**config.mk**
```make
export PLATFORM = sky130hd
export DESIGN_NAME = pattern_loader
export DESIGN_NICKNAME = d
export VERILOG_FILES = /design/src/rtl/pattern_loader.sv
export SDC_FILE = /design/constraint.sdc
export NUM_CORES = 1
export LEC_CHECK = 0
export ABC_AREA = 0
export BUFFER_PORTS_ARGS = -buffer_cell sky130_fd_sc_hd__buf_2
export CAP_MARGIN = 20
export CORE_ASPECT_RATIO = 0.75
export CORE_MARGIN = 4
export CORE_UTILIZATION = 46
export DETAILED_ROUTE_END_ITERATION = 10
export PLACE_DENSITY = 0.79
export REMOVE_ABC_BUFFERS = 1
export SLEW_MARGIN = 20
export SYNTH_ARGS = -nofsm -noshare
export SYNTH_HDL_FRONTEND = slang
export SYNTH_SLANG_ARGS = --single-unit
export TNS_END_PERCENT = 30
```
**constraint.sdc**
```tcl
create_clock -name clk -period 2.5 [get_ports clk]
set_clock_uncertainty 0.15 [all_clocks]
set_input_delay 0.5 -clock clk [delete_from_list [all_inputs] [get_ports clk]]
set_output_delay 0.5 -clock clk [all_outputs]
set_load 0.005 [all_outputs]
```
**src/rtl/pattern_loader.sv**
```systemverilog
// Serial master that shifts a frame of bytes into the pattern buffer MSB-first
// over sclk/sin, and returns the displaced buffer contents as a readback stream.
module pattern_loader #(
  parameter int buffer_size  = 22,
  parameter int buffer_width = 8,
  parameter int half_period  = 2
) (
  input  logic                    clk,
  input  logic                    reset,
  input  logic                    start,
  input  logic [buffer_width-1:0] byte_in,
  input  logic                    byte_valid,
  output logic                    byte_ready,
  output logic                    sclk,
  output logic                    sin,
  input  logic                    sout,
  output logic [buffer_width-1:0] rd_byte,
  output logic                    rd_valid,
  output logic                    busy,
  output logic                    done
);

  localparam int bit_w   = (buffer_width > 1) ? $clog2(buffer_width) : 1;
  localparam int byte_w  = $clog2(buffer_size + 1);
  localparam int phase_w = $clog2(half_period + 1);

  typedef enum logic [1:0] {IDLE, WAIT_BYTE, LOW, HIGH} state_t;

  state_t                  state_reg, state_next;
  logic                    sclk_reg, sclk_next;
  logic                    sin_reg, sin_next;
  logic [buffer_width-1:0] tx_reg, tx_next;
  logic [buffer_width-1:0] cap_reg, cap_next;
  logic [bit_w-1:0]        bit_cnt_reg, bit_cnt_next;
  logic [byte_w-1:0]       byte_cnt_reg, byte_cnt_next;
  logic [phase_w-1:0]      phase_reg, phase_next;
  logic [buffer_width-1:0] rd_byte_reg, rd_byte_next;
  logic                    rd_valid_reg, rd_valid_next;
  logic                    busy_reg, busy_next;
  logic                    done_reg, done_next;

  always_ff @(posedge clk) begin
    if (reset) begin
      state_reg    <= IDLE;
      sclk_reg     <= 1'b0;
      sin_reg      <= 1'b0;
      tx_reg       <= '0;
      cap_reg      <= '0;
      bit_cnt_reg  <= '0;
      byte_cnt_reg <= '0;
      phase_reg    <= '0;
      rd_byte_reg  <= '0;
      rd_valid_reg <= 1'b0;
      busy_reg     <= 1'b0;
      done_reg     <= 1'b0;
    end else begin
      state_reg    <= state_next;
      sclk_reg     <= sclk_next;
      sin_reg      <= sin_next;
      tx_reg       <= tx_next;
      cap_reg      <= cap_next;
      bit_cnt_reg  <= bit_cnt_next;
      byte_cnt_reg <= byte_cnt_next;
      phase_reg    <= phase_next;
      rd_byte_reg  <= rd_byte_next;
      rd_valid_reg <= rd_valid_next;
      busy_reg     <= busy_next;
      done_reg     <= done_next;
    end
  end

  always_comb begin
    state_next    = state_reg;
    sclk_next     = sclk_reg;
    sin_next      = sin_reg;
    tx_next       = tx_reg;
    cap_next      = cap_reg;
    bit_cnt_next  = bit_cnt_reg;
    byte_cnt_next = byte_cnt_reg;
    phase_next    = phase_reg;
    rd_byte_next  = rd_byte_reg;
    rd_valid_next = 1'b0;
    busy_next     = busy_reg;
    done_next     = 1'b0;
    byte_ready    = 1'b0;

    case (state_reg)
      IDLE: begin
        // done_reg is still high in the cycle after completion; a start there is dropped
        if (start && !done_reg) begin
          state_next    = WAIT_BYTE;
          busy_next     = 1'b1;
          byte_cnt_next = '0;
        end
      end

      WAIT_BYTE: begin
        byte_ready = 1'b1;
        sclk_next  = 1'b0;
        if (byte_valid) begin
          tx_next      = byte_in;
          sin_next     = byte_in[buffer_width-1];
          bit_cnt_next = '0;
          phase_next   = '0;
          state_next   = LOW;
        end
      end

      LOW: begin
        if (phase_reg == phase_w'(half_period - 1)) begin
          // sout sampled on the same edge that raises sclk, before the buffer shifts
          sclk_next  = 1'b1;
          cap_next   = {cap_reg[buffer_width-2:0], sout};
          phase_next = '0;
          state_next = HIGH;
        end else begin
          phase_next = phase_reg + phase_w'(1);
        end
      end

      HIGH: begin
        if (phase_reg == phase_w'(half_period - 1)) begin
          sclk_next  = 1'b0;
          phase_next = '0;
          if (bit_cnt_reg != bit_w'(buffer_width - 1)) begin
            bit_cnt_next = bit_cnt_reg + bit_w'(1);
            tx_next      = {tx_reg[buffer_width-2:0], 1'b0};
            sin_next     = tx_reg[buffer_width-2];
            state_next   = LOW;
          end else begin
            rd_byte_next  = cap_reg;
            rd_valid_next = 1'b1;
            byte_cnt_next = byte_cnt_reg + byte_w'(1);
            if (byte_cnt_reg == byte_w'(buffer_size - 1)) begin
              done_next  = 1'b1;
              busy_next  = 1'b0;
              sin_next   = 1'b0;
              state_next = IDLE;
            end else begin
              state_next = WAIT_BYTE;
            end
          end
        end else begin
          phase_next = phase_reg + phase_w'(1);
        end
      end

      default: state_next = IDLE;
    endcase
  end

  assign sclk     = sclk_reg;
  assign sin      = sin_reg;
  assign rd_byte  = rd_byte_reg;
  assign rd_valid = rd_valid_reg;
  assign busy     = busy_reg;
  assign done     = done_reg;

endmodule

```
After elaboration in Yosys (flattened, before gate mapping)
Cells that the tools add are included.
{"block": "classes", "eq_ne": 14, "bitwise_logic": 3, "mux": 37, "n_reduce_logical": 19, "n_addsub": 3}
{"op": "2-to-1 mux 7 bit", "count": 3}
{"op": "AND reduction 4 bit", "count": 4}
{"op": "2-to-1 mux 5 bit", "count": 3}
{"op": "2-to-1 mux 2 bit", "count": 7}
{"op": "!= test 2 bit, second input constant", "count": 7}
{"op": "case mux 7 bit (2 select lines)", "count": 1}
{"op": "2-to-1 mux 1 bit", "count": 13}
{"op": "case mux 5 bit (2 select lines)", "count": 1}
{"op": "2-to-1 mux 3 bit", "count": 3}
{"op": "case mux 2 bit (4 select lines)", "count": 1}
{"op": "!= test 3 bit, second input constant", "count": 2}
{"op": "case mux 3 bit (2 select lines)", "count": 1}
{"op": "AND reduction 3 bit", "count": 2}
{"op": "nonzero test 2 bit", "count": 3}
{"op": "adder 5 x 1 -> 5 bit, second input constant", "count": 1}
{"op": "equality test 5 bit, second input constant", "count": 1}
{"op": "AND reduction 5 bit", "count": 1}
{"op": "equality test 2 x 1 -> 1 bit, second input constant", "count": 2}
{"op": "equality test 2 bit, second input constant", "count": 2}
{"op": "case mux 1 bit (2 select lines)", "count": 2}
{"op": "case mux 2 bit (2 select lines)", "count": 1}
{"op": "AND reduction 2 bit", "count": 2}
{"op": "OR reduction 4 bit", "count": 1}
{"op": "adder 3 x 1 -> 3 bit, second input constant", "count": 1}
{"op": "other kinds (9)", "count": 11}
{"block": "totals", "regBits": 40, "out_inout_bits": 14, "word_cells": 88, "input_bits": 13}

Logic depth before layout (Yosys ltp)
Gate-level depths: netlist (run 1).
{"block": "depth", "depth_word": 5, "ltp_mapped": 6, "depth_no_buf": 5}

Worst setup path after synthesis (run 1)
OpenSTA, ideal clock, no wires.
{"block": "synth_timing", "path_kind": "flip-flop to flip-flop", "startpoint": "register bit_cnt_reg[0]", "endpoint": "register bit_cnt_reg[1]", "t_required_ns": 2.233, "path_buffers": 0, "path_stages_with_launch": 6, "period_less_slack_ns": 1.714, "arrival_ns": 1.447, "slack_ns": 0.786, "cell_sequence": "dfxtp_1 > ha_1 > ha_1 > and4bb_2 > o21ai_1 > a32o_1"}
{"block": "synth_via", "elab_chain_len": 4, "elab_cells_between_ends": 7, "cone_classes": "1 x add/sub; 2 x eq/ne; 3 x mux; 1 x reduce/logical"}
{"element": "start, declared", "line_no": "34", "rtl": "logic [bit_w-1:0] bit_cnt_reg, bit_cnt_next;"}
{"element": "start signal, assigned", "line_no": "62", "rtl": "bit_cnt_reg <= bit_cnt_next;"}
{"element": "adder 3 x 1 -> 3 bit", "line_no": "126", "rtl": "bit_cnt_next = bit_cnt_reg + bit_w'(1);"}
{"element": "2-to-1 mux 3 bit", "line_no": "125", "rtl": "if (bit_cnt_reg != bit_w'(buffer_width - 1)) begin"}
{"element": "2-to-1 mux 3 bit", "line_no": "122", "rtl": "if (phase_reg == phase_w'(half_period - 1)) begin"}
{"element": "case mux 3 bit (2 select lines)", "line_no": "87", "rtl": "case (state_reg)"}
Parallel ways exist; a longest one is shown, timed or not. The select of a mux whose other input is x is not followed.
A chain may end at the register's enable or synchronous reset.

Worst setup path after layout (run 1)
{"block": "layout_timing", "startpoint": "register bit_cnt_reg[0]", "endpoint": "register byte_cnt_reg[3]"}
{"block": "layout_via", "elab_chain_len": 3}
{"element": "!= test 3 bit", "line_no": "125"}
{"element": "!= test 2 bit (no source line)"}
{"element": "AND reduction 4 bit (no source line)"}
{"element": "end signal, assigned", "line_no": "63", "rtl": "byte_cnt_reg <= byte_cnt_next;"}
{"element": "end, declared", "line_no": "35", "rtl": "logic [byte_w-1:0] byte_cnt_reg, byte_cnt_next;"}
Every way passes these cells.

==> results of run 1 <==
-- layout make-up --
cell class / count / area [µm²]
Clock inverter: 2 / 10.0
Fill cell: 376 / 1650
Multi-Input combinational cell: 140 / 920
Inverter: 7 / 26.3
Sequential cell: 40 / 801
Clock buffer: 6 / 82.6
Tap cell: 52 / 65.1
Timing Repair Buffer: 31 / 180
-- stage by stage --
step                instance area (µm²)  cells
detailed placement                 1990    270
global route                       2080    278
CTS                                2080    278
finish                             2080    278
floorplan                          1750    187
global placement                   1990    270
-- logic make-up after synthesis --
| family | synth area share, % |
|---|---|
| AO/OA/AOI/OAI | 24.3 |
| adder cells (fa/ha/maj) | 2.74 |
| buffers and inverters | 5.76 |
| flip-flops | 43.9 |
| multiplexers | 5.48 |
| AND/OR/NAND/NOR | 17.9 |
-- placed cells by master (no fill, tap or decap), types with 2 or more instances in the layout --
cell                       synthesis  layout
sky130_fd_sc_hd__dfxtp_1          40      40
sky130_fd_sc_hd__o21ai_0          17      17
sky130_fd_sc_hd__nand2_1          19      19
sky130_fd_sc_hd__o32ai_1           2       2
sky130_fd_sc_hd__a32o_1            3       3
sky130_fd_sc_hd__nor4_1            4       4
sky130_fd_sc_hd__o21ai_1           3       3
sky130_fd_sc_hd__nand2b_1          2       2
sky130_fd_sc_hd__clkbuf_8          0       6
sky130_fd_sc_hd__a21oi_1          23      23
sky130_fd_sc_hd__buf_4             3       4
sky130_fd_sc_hd__buf_2             3      26
sky130_fd_sc_hd__inv_1             6       6
sky130_fd_sc_hd__or3_1             5       5
sky130_fd_sc_hd__nor2_1            3       3
sky130_fd_sc_hd__ha_1              4       4
sky130_fd_sc_hd__o211ai_1          7       7
sky130_fd_sc_hd__o211a_1           6       6
sky130_fd_sc_hd__clkinv_2          0       2
sky130_fd_sc_hd__mux2i_1          10      10
sky130_fd_sc_hd__nand3_1          11      11
-- worst max-delay path: stages (launching register included) --
cell and delay [ns]:
sky130_fd_sc_hd__dfxtp_1 0.38, sky130_fd_sc_hd__ha_1 0.16, sky130_fd_sc_hd__ha_1 0.28, sky130_fd_sc_hd__nand2_1 0.36
sky130_fd_sc_hd__nor4_1 0.48, sky130_fd_sc_hd__mux2i_1 0.23
-- power by group --
group	leakage [nW]	internal [mW]	switching, mW
registers	0.324	0.653	0.0206
clock network	0.0510	0.220	0.223
logic	0.456	0.0524	0.0674
-- worst max-delay path by stage --
stage,slack (ns),cells after the start,endpoint
2_1_floorplan,0.26,3,sin$_SDFFE_PP0P_
3_3_place_gp,0.56,5,byte_cnt_reg[3]$_SDFFE_PP0P_
3_5_place_dp,0.43,5,byte_cnt_reg[3]$_SDFFE_PP0P_
4_1_cts,0.41,5,byte_cnt_reg[3]$_SDFFE_PP0P_
5_1_grt,0.26,5,byte_cnt_reg[4]$_SDFFE_PP0P_
6_report,0.40,5,byte_cnt_reg[3]$_SDFFE_PP0P_
-- routing by layer --
layer | up-vias | share of wire, % | track usage (%)
met5 | - | 0 | 0
met4 | 0 | 1.0 | 6.33
met3 | 4 | 4.8 | 4.18
met2 | 35 | 44 | 24.8
met1 | 712 | 50 | 24.5
li1 | 798 | - | -
==> metrics list, run 1 <==
- The flow ran to the end, and the final reports show no timing, DRC or antenna violations.
- For this run, the detailed router's first-pass iteration total came to 4.
- Overflow after GRT: 0
* Total global routing track utilization: 17.1%
* Total clock sinks: 40
* Total leakage power: 0.831 nW
- Hold repair after CTS inserted 0 buffers.
* R2R depth: 5
- The number of setup buffers added after CTS is 0.
* Worst Hold Slack: 0.290 ns
* Post_cts resized: 0
- Mean cell area of the mapped netlist: 9.04 µm²
- In this run the number of H-tree levels came out at 2.
- The number of global-route vias before repair was 1531.
* Top_reg_cell synth: sky130_fd_sc_hd__dfxtp_1
- Startpoint of the worst-slack reg-to-reg timing path: bit_cnt_reg[0]$_SDFFE_PP0P_
- Highest Clock Rate: 0.477 GHz
- After layout, the minimum clock period comes to 2.10 ns.
* Startpoint of the worst hold path: sout
- Cells with a size suffix above 1 make up 19.9% of the layout.
- Clock tree root driver cell: sky130_fd_sc_hd__clkbuf_8
- The synthesized design devotes to its leading area cell type 43.9% of total area.
- IR Drop Worst-Case VDD: 0.336 mV
* Start point of the critical path: bit_cnt_reg[0]$_SDFFE_PP0P_
* GP Congestion: 0.759
- The initial antenna violation count was 0.
- Capture point of the worst reg-to-reg path: byte_cnt_reg[3]$_SDFFE_PP0P_
- After detailed routing, the number of remaining DRC violations is 0.
- The final-report max-slew violation count was 0.
- By instance count, the leading cell after synthesis is sky130_fd_sc_hd__dfxtp_1.
- FF+latch count, synth: 40
- Number of I/O port buffers: 26
- Clk buf depth: 2
* Vias post-DR: 1549
- Distinct cell type count of the synthesized netlist: 43
- Hold Path Depth: 3
- Top cells by instance count after synthesis: sky130_fd_sc_hd__dfxtp_1, sky130_fd_sc_hd__a21oi_1, sky130_fd_sc_hd__nand2_1
* Die boundary height: 62.6 µm
- Area added between synthesis and finish: 14.2%
- Critical path capture point type: flop
* Final standard cell utilization of the core: 55.8%
- Kind of critical path: flop to flop
- CTS tree: yes
* Total routed wirelength: 4.01 mm
- Summed over all failing endpoints, the final setup total negative slack is 0 ns.
- Max-capacitance violation count: 0
* Tightest Pin Transition: 0.538 ns
* Share of synthesized registers carrying an async set or reset: 0%
- The share of the Yosys chip area taken by registers is 43.9%.
- In the routed layout, each cell is associated on average with a via count of 5.57.
- Total number of yosys warnings: 0
* Count of flip-flops with a built-in enable after synthesis: 0
- Entering global routing, the biggest net connects 33 pins.
- Before CTS, the worst setup slack after placement is 0.435 ns.
* Setup slack after layout: 0.404 ns
* Cell count after synthesis: 202
* WL/cell: 14.4 µm
- Register clock-pin slew on the reported worst setup and hold paths: 0.08 ns
- I/O pin count: 27
- In this run the power density over the cells is 593 nW/µm².
- In this run the tightest slew margin relative to its limit is 64.1%.
* Crit Path Max Fanout: 16
- In this run the horizontal extent of the chip is 80.7 µm.
- Final critical-path share of the clock period: 83.8%
* ANT nets after route: 0
- Required time worst endpoint: 2.57 ns
- At the end of the flow, the number of nets in the layout was 242.
* Crit path launch type: flop
* Class of the most critical hold timing path: input port to flop
* CTS buffer count: 5
* Final hold vios: 0
- Unrepaired setup endpoints after global routing: no
- Core Footprint: 3730 µm²
* Top cell type by total area after synthesis: sky130_fd_sc_hd__dfxtp_1
- R2R setup slack: 0.40 ns
- Core Rows: 19
- The die covers 5050 µm².
- Setup violations remaining at the end of the flow were counted as 0.
* Cell area after synthesis: 1830 µm²
- The path with the worst hold slack has its endpoint at cap_reg[0]$_SDFFE_PP0P_.
* Number of design-rule violations left by the first detailed-router iteration: 152
* Post-route total power: 1.24 mW
* Later-pin clock latency in the skew report: 0.29 ns
* Antenna fix cells: 0
* Initial core utilization: 48.9%
- Global-route wire length before repair: 6.99 mm
- Sum of net half-perimeters after detailed placement: 2.67 mm
- By area the synthesized netlist is led by sky130_fd_sc_hd__dfxtp_1, sky130_fd_sc_hd__a21oi_1, sky130_fd_sc_hd__mux2i_1.
- Arrival time at the worst endpoint: 2.17 ns
No activity file was read; power rests on OpenSTA's default activity.
==> run 2: changes to the inputs <==
- PLACE_DENSITY: 0.79 -> 0.81
- clock period: 2.5 -> 1.84 ns (I/O delays scaled with it)
==> metrics list, run 2 (same netlist as run 1, synthesis figures left out) <==
- Number of design-rule violations left by the first detailed-router iteration: 123 (was 152)
* Total leakage power: 0.884 nW (was 0.831 nW)
- The length of the first detailed-routing pass in iterations was 4 (unchanged).
- Unrepaired setup endpoints after global routing: no (unchanged)
- Remaining routing DRC violations: 0 (unchanged)
* Final critical-path share of the clock period: 94.5% (was 83.8%)
- The detailed-route wire length per cell is 15.1 µm (was 14.4 µm).
- The clock edge transition at the registers on the reported setup and hold paths was 0.08 ns (about the same).
- The element type at the critical path end is a flop (unchanged).
- The count of final hold-check violations was 0 (unchanged).
- The path type of the worst setup path was flop to flop (unchanged).
- The number of buffers created by CTS was 5 (unchanged).
* Number of pins with negative max-slew slack in the final report: 0 (unchanged)
- Number of filler cells placed in the layout: 345 (was 376)
- Sum of net half-perimeters after detailed placement: 2.98 mm (was 2.67 mm)
- Arrival time at the worst endpoint: 1.78 ns (was 2.17 ns)
* Area of the die: 5050 µm² (unchanged)
- The total of cells resized after clock tree synthesis is 0 (unchanged).
- The share of total power in combinational logic is 10.2% (was 9.7%).
- Crit path launch type: flop (unchanged)
- The routed via count came to 1644 (was 1549).
- Count of nets after finishing: 253 (was 242)
- The length in cells of the worst reg-to-reg path came to 3 (was 5).
- The count of clock tree sinks was 40 (unchanged).
- Most used cells in the layout excluding fill and tap cells: sky130_fd_sc_hd__dfxtp_1, sky130_fd_sc_hd__buf_2, sky130_fd_sc_hd__a21oi_1 (unchanged).
- Multi-input gate area: 971 µm² (was 920 µm²)
- The number of instances in the placed design was 281 (was 270).
- Startpoint of the worst-slack reg-to-reg timing path: phase_reg[0]$_SDFFE_PP0P_ (was bit_cnt_reg[0]$_SDFFE_PP0P_)
- The fraction of final layout cells with drive strength greater than 1 came to 25.3% (was 19.9%).
- Total power per unit cell area: 816 nW/µm² (was 593 nW/µm²)
- Startpoint of the worst hold path: sout (unchanged)
* Core Footprint: 3730 µm² (unchanged)
- The via-per-instance ratio was 5.69 (was 5.57).
* ANT nets after route: 0 (unchanged)
- The maximum VDD drop was 0.425 mV (was 0.336 mV).
- The number of cells on the worst hold path was 3 (unchanged).
- R2R setup slack: 0.10 ns (was 0.40 ns)
- The wire length of the first global-routing pass was 7.14 mm (was 6.99 mm).
- Worst Hold Endpoint: cap_reg[0]$_SDFFE_PP0P_ (unchanged)
- The count of pins on the block boundary is 27 (unchanged).
* Required time worst endpoint: 1.88 ns (was 2.57 ns)
* Initial core utilization: 48.9% (unchanged)
- Switching Power: 0.444 mW (was 0.311 mW)
* Tightest Pin Transition: 0.528 ns (was 0.538 ns)
* Count of H-tree levels built during CTS: 2 (unchanged)
* Antenna fix cells: 0 (unchanged)
- The initial antenna violation count is 0 (unchanged).
- The minimum clock period came to 1.74 ns (was 2.10 ns).
- The switching part of the total was 24.5% (was 25.1%).
* Clock tree root driver cell: sky130_fd_sc_hd__clkbuf_8 (unchanged)
* Area added between synthesis and finish: 21.7% (was 14.2%)
- The most common library cell in the layout ignoring fill and taps was sky130_fd_sc_hd__dfxtp_1 (unchanged).
- Area taken by flip-flops and latches: 801 µm² (unchanged)
* CTS tree: yes (unchanged)
- The clock network fraction of total power was 39.7% (was 35.8%).
- The die extent in y came to 62.6 µm (unchanged).
* Width of the die: 80.7 µm (unchanged)
- The biggest fanout along the worst timing path was 8 (was 16).
- The internal power component came to 1.37 mW (was 0.925 mW).
* Final count of negative-setup-slack endpoints: 0 (unchanged)
* Maximum number of pins on one net before global-route repair: 20 (was 33)
* Vias in the first global route: 1585 (was 1531)
- Postcts setup bufs: 0 (unchanged)
* Result of the run: completed (unchanged)
- Sequential Power Share: 50.1% (was 54.5%)
* Later-pin clock latency in the skew report: 0.30 ns (was 0.29 ns)
- The number of buffers between clock root and the deepest sink was 2 (unchanged).
* Class of the most critical hold timing path: input port to flop (unchanged)
- The non-filler instance count after layout came to 289 (was 278).
- GP Congestion: 0.818 (was 0.759)
- Highest Clock Rate: 0.575 GHz (was 0.477 GHz)
- Overflow after GRT: 0 (unchanged)
* Sum of negative setup slack: 0 ns (unchanged)
* Core Rows: 19 (unchanged)
- Capture point of the worst reg-to-reg path: sin$_SDFFE_PP0P_ (was byte_cnt_reg[3]$_SDFFE_PP0P_)
* Number of I/O port buffers: 26 (unchanged)
- Max-capacitance violation count: 0 (unchanged)
- Hold-fix buffers, CTS: 0 (unchanged)
* Slew margin rel.: 64.5% (was 64.1%)
* Total global routing track utilization: 18.1% (was 17.1%)
* Total routed wirelength: 4.38 mm (was 4.01 mm)
-- run 2: worst max path at each step --
stage | to | cells after the start | slack, ns | from
5_1_grt | byte_cnt_reg[3]$_SDFFE_PP0P_ | 3 | 0.008 | phase_reg[0]$_SDFFE_PP0P_
3_5_place_dp | tx_reg[0]$_SDFFE_PP0P_ | 5 | 0.02 | bit_cnt_reg[0]$_SDFFE_PP0P_
3_3_place_gp | tx_reg[0]$_SDFFE_PP0P_ | 5 | 0.06 | bit_cnt_reg[0]$_SDFFE_PP0P_
4_1_cts | byte_cnt_reg[4]$_SDFFE_PP0P_ | 5 | 0.008 | bit_cnt_reg[0]$_SDFFE_PP0P_
2_1_floorplan | sin$_SDFFE_PP0P_ | 3 | -0.40 | state_reg[1]$_SDFFE_PP0P_
6_report | sin$_SDFFE_PP0P_ | 3 | 0.10 | phase_reg[0]$_SDFFE_PP0P_
-- run 2: final cells by class --
cell class	instances	area share, %
inverter	7	1.18
tap	52	2.93
clock buffer	6	3.27
timing repair buffer	42	11.3
clock inverter	2	1.58
sequential	40	36.1
multi-input combinational	140	43.7
-- run 2: critical path: stages, from the launching register on --
cell	delay, ns
sky130_fd_sc_hd__dfxtp_1	0.51
sky130_fd_sc_hd__nand3b_1	0.33
sky130_fd_sc_hd__o311a_1	0.42
sky130_fd_sc_hd__a32o_1	0.20
-- run 2: metrics by stage --
| step | hold slack [ns] | area (µm²) | util, % | power, mW | setup WS, ns |
|---|---|---|---|---|---|
| after floorplan | 0.284 | 1750 | - | 1.02 | -0.396 |
| after global placement | 0.301 | 2060 | 55.2 | 1.10 | 0.0587 |
| after detailed placement | 0.305 | 2060 | 55.2 | 1.10 | 0.0183 |
| after CTS | 0.151 | 2170 | 58.1 | 1.81 | 0.00787 |
| after global routing | 0.146 | 2220 | 59.5 | 1.88 | 0.00787 |
| final | 0.153 | 2220 | 59.5 | 1.81 | 0.101 |
-- run 2: per-layer routing --
layer,track usage [%],up-vias,wire [µm]
met5,0,-,0
met2,26.8,44,1930
met4,7.17,0,63
met3,6.34,7,258
li1,-,814,-
met1,23.9,779,2120
-- run 2: power by group through the flow --
stage          Combinational [mW]  Clock, mW  Sequential [mW]
6_report                    0.185      0.719            0.907
5_1_grt                     0.204      0.767            0.910
4_1_cts                     0.179      0.728            0.905
3_5_place_dp                0.178          0            0.925
3_3_place_gp                0.175          0            0.924
2_1_floorplan              0.0848          0            0.937
==> run 3: changes to the inputs <==
- CORE_ASPECT_RATIO: 0.75 -> unset
- CORE_UTILIZATION: 46 -> 42
- PLACE_DENSITY: 0.81 -> 0.76
==> metrics list, run 3 (same netlist as run 1, synthesis figures left out) <==
- Switching Power: 0.442 mW (was 0.444 mW)
- Final critical path time including I/O delays and setup: 1.76 ns (was 1.74 ns)
* Final count of negative-setup-slack endpoints: 0 (unchanged)
- The HPWL reported at the end of detailed placement is 2.73 mm (was 2.98 mm).
- I/O pin count: 27 (unchanged)
- Post-Layout Inst Area: 2200 µm² (was 2220 µm²)
- The number of buffers between clock root and the deepest sink is 2 (unchanged).
- The transition time of the tightest slew-check pin came to 0.531 ns (was 0.528 ns).
- The share of total power in combinational logic came to 9.9% (was 10.2%).
- The max-slew headroom at the worst pin is 64.5% (about the same).
- WL/cell: 14.5 µm (was 15.1 µm)
* Vias post-DR: 1609 (was 1644)
- Unrepaired setup endpoints after global routing: yes (was no)
- The startpoint of the lowest-slack hold path was sout (unchanged).
- The biggest cell delay along the critical path is 0.50 ns (was 0.51 ns).
- Final hold vios: 0 (unchanged)
- CTS buffer count: 5 (unchanged)
- The clock edge transition at the registers on the reported setup and hold paths is 0.09 ns (was 0.08 ns).
- Highest Clock Rate: 0.567 GHz (was 0.575 GHz)
* Number of pins with negative max-slew slack in the final report: 0 (unchanged)
- Capture point of the worst reg-to-reg path: sin$_SDFFE_PP0P_ (unchanged)
- Total leakage power: 0.878 nW (was 0.884 nW)
- The cell with the largest stage delay on the worst path is sky130_fd_sc_hd__dfxtp_1 (unchanged).
* ANT nets after route: 0 (unchanged)
* Startpoint of the worst-slack reg-to-reg timing path: state_reg[1]$_SDFFE_PP0P_ (was phase_reg[0]$_SDFFE_PP0P_)
- The overall power of the completed layout is 1.82 mW (was 1.81 mW).
- The placeable core area was 4120 µm² (was 3730 µm²).
- Share of cells above drive strength 1: 24.4% (was 25.3%)
- The count of inserted antenna diode cells is 0 (unchanged).
- Clock tree root driver cell: sky130_fd_sc_hd__clkbuf_8 (unchanged)
* Internal power: 1.38 mW (was 1.37 mW)
- Total global routing track utilization: 15.8% (was 18.1%)
- Count of nets after finishing: 250 (was 253)
* GP Congestion: 0.773 (was 0.818)
* Post_cts resized: 1 (was 0)
* Kind of critical path: flop to flop (unchanged)
- The initial antenna violation count came to 0 (unchanged).
* Crit Path Max Fanout: 9 (was 8)
- The power per standard cell area is 826 nW/µm² (was 816 nW/µm²).
- Hold Path Depth: 3 (unchanged)
- Minimum setup slack after placement: 0.00326 ns (was 0.0183 ns)
* Setup slack after layout: 0.0756 ns (was 0.101 ns)
- Required time worst endpoint: 1.87 ns (was 1.88 ns)
- Die boundary height: 73.9 µm (was 62.6 µm)
- Postcts setup bufs: 0 (unchanged)
- The pin count of the biggest net entering global routing came to 21 (was 20).
* Max-capacitance violation count: 0 (unchanged)
* Number of filler cells placed in the layout: 393 (was 345)
* Worst Hold Endpoint: cap_reg[0]$_SDFFE_PP0P_ (unchanged)
* Area of the die: 5460 µm² (was 5050 µm²)
- Final standard cell utilization of the core: 53.5% (was 59.5%)
* R2R depth: 3 (unchanged)
* Most used cells in the layout excluding fill and tap cells: sky130_fd_sc_hd__dfxtp_1, sky130_fd_sc_hd__buf_2, sky130_fd_sc_hd__a21oi_1 (unchanged)
- Sequential Power Share: 50.1% (about the same)
* Relative contribution of the clock network to total power: 39.9% (was 39.7%)
- Number of design-rule violations left by the first detailed-router iteration: 80 (was 123)
- Critical path capture point type: flop (unchanged)
- Later-pin clock latency in the skew report: 0.30 ns (about the same)
* Iteration count of the initial detailed-routing pass: 4 (unchanged)
* CP cell instances: nand3b_1, o311a_1, a32o_1 (unchanged)
* Global-route wire length before repair: 6.78 mm (was 7.14 mm)
- The initial core utilization was 44.4% (was 48.9%).
- IR Drop Worst-Case VDD: 0.487 mV (was 0.425 mV)
- Class of the most critical hold timing path: input port to flop (unchanged)
- Area added between synthesis and finish: 20.6% (was 21.7%)
- Result of the run: completed (unchanged)
* Most common library cell in the layout ignoring fill and taps: sky130_fd_sc_hd__dfxtp_1 (unchanged)
* CTS tree: yes (unchanged)
* Hold-fix buffers, CTS: 0 (unchanged)
* Overflow after GRT: 0 (unchanged)
- The number of global-route vias before repair was 1489 (was 1585).
- Width of the die: 73.9 µm (was 80.7 µm)
- Vias per Instance: 5.67 (was 5.69)
- The share of the cycle needed by the critical path after routing was 95.9% (was 94.5%).
- The port buffer count came to 26 (unchanged).
- Arrival time at the worst endpoint: 1.80 ns (was 1.78 ns)
- The startpoint type of the worst setup path was a flop (unchanged).
- The reg-to-reg setup timing slack was 0.08 ns (was 0.10 ns).
* Count of H-tree levels built during CTS: 2 (unchanged)
- The placed cell area was 2050 µm² (was 2060 µm²).
* Core Rows: 23 (was 19)
- The switching part of the total is 24.3% (was 24.5%).
- Total clock sinks: 40 (unchanged)
- The final wirelength was 4.11 mm (was 4.38 mm).
* Remaining routing DRC violations: 0 (unchanged)
-- run 3: worst max-delay path, delay by kind of cell (launching register included) --
family,cells,cell delay (ns)
flip-flops,1,0.50
AO/OA/AOI/OAI,2,0.64
AND/OR/NAND/NOR,1,0.37
-- run 3: area by class of cell --
cell class | instances | area, µm² | share of cell area, %
sequential | 40 | 801 | 36.4
inverter | 7 | 26.3 | 1.19
tap | 50 | 62.6 | 2.84
clock inverter | 3 | 47.5 | 2.16
clock buffer | 5 | 68.8 | 3.13
multi-input combinational | 140 | 955 | 43.4
timing repair buffer | 39 | 240 | 10.9
-- run 3: per-layer routing --
| metal | up-vias | track usage (%) | part of all wire (%) |
|---|---|---|---|
| met2 | 36 | 25.9 | 50 |
| met3 | 5 | 4.38 | 4.6 |
| met1 | 758 | 20.4 | 45 |
| met4 | 0 | 4.83 | 0.95 |
| met5 | - | 0 | 0 |
| li1 | 810 | - | - |
-- run 3: through the flow --
step / TNS [ns] / std cells / hold WS (ns)
after floorplan: -3.61 / 187 / 0.284
after global routing: -0.0418 / 284 / 0.172
after detailed placement: 0 / 276 / 0.309
after CTS: 0 / 284 / 0.170
final: 0 / 284 / 0.171
after global placement: 0 / 276 / 0.301
-- run 3: worst max-delay path by stage --
stage                                        to                        start  cells after the start
floorplan                      sin$_SDFFE_PP0P_    state_reg[1]$_SDFFE_PP0P_                      3
global placement         tx_reg[0]$_SDFFE_PP0P_  bit_cnt_reg[0]$_SDFFE_PP0P_                      5
detailed placement       tx_reg[0]$_SDFFE_PP0P_  bit_cnt_reg[0]$_SDFFE_PP0P_                      5
CTS                 bit_cnt_reg[0]$_SDFFE_PP0P_  bit_cnt_reg[0]$_SDFFE_PP0P_                      5
global route             tx_reg[3]$_SDFFE_PP0P_  bit_cnt_reg[0]$_SDFFE_PP0P_                      6
finish                         sin$_SDFFE_PP0P_    state_reg[1]$_SDFFE_PP0P_                      3
-- run 3: power by group through the flow --
| stage | Sequential, mW | Combinational [mW] | Clock (mW) |
|---|---|---|---|
| 6_report | 0.911 | 0.180 | 0.726 |
| 5_1_grt | 0.914 | 0.199 | 0.773 |
| 4_1_cts | 0.909 | 0.179 | 0.736 |
| 3_5_place_dp | 0.929 | 0.175 | 0 |
| 3_3_place_gp | 0.928 | 0.173 | 0 |
| 2_1_floorplan | 0.937 | 0.0848 | 0 |
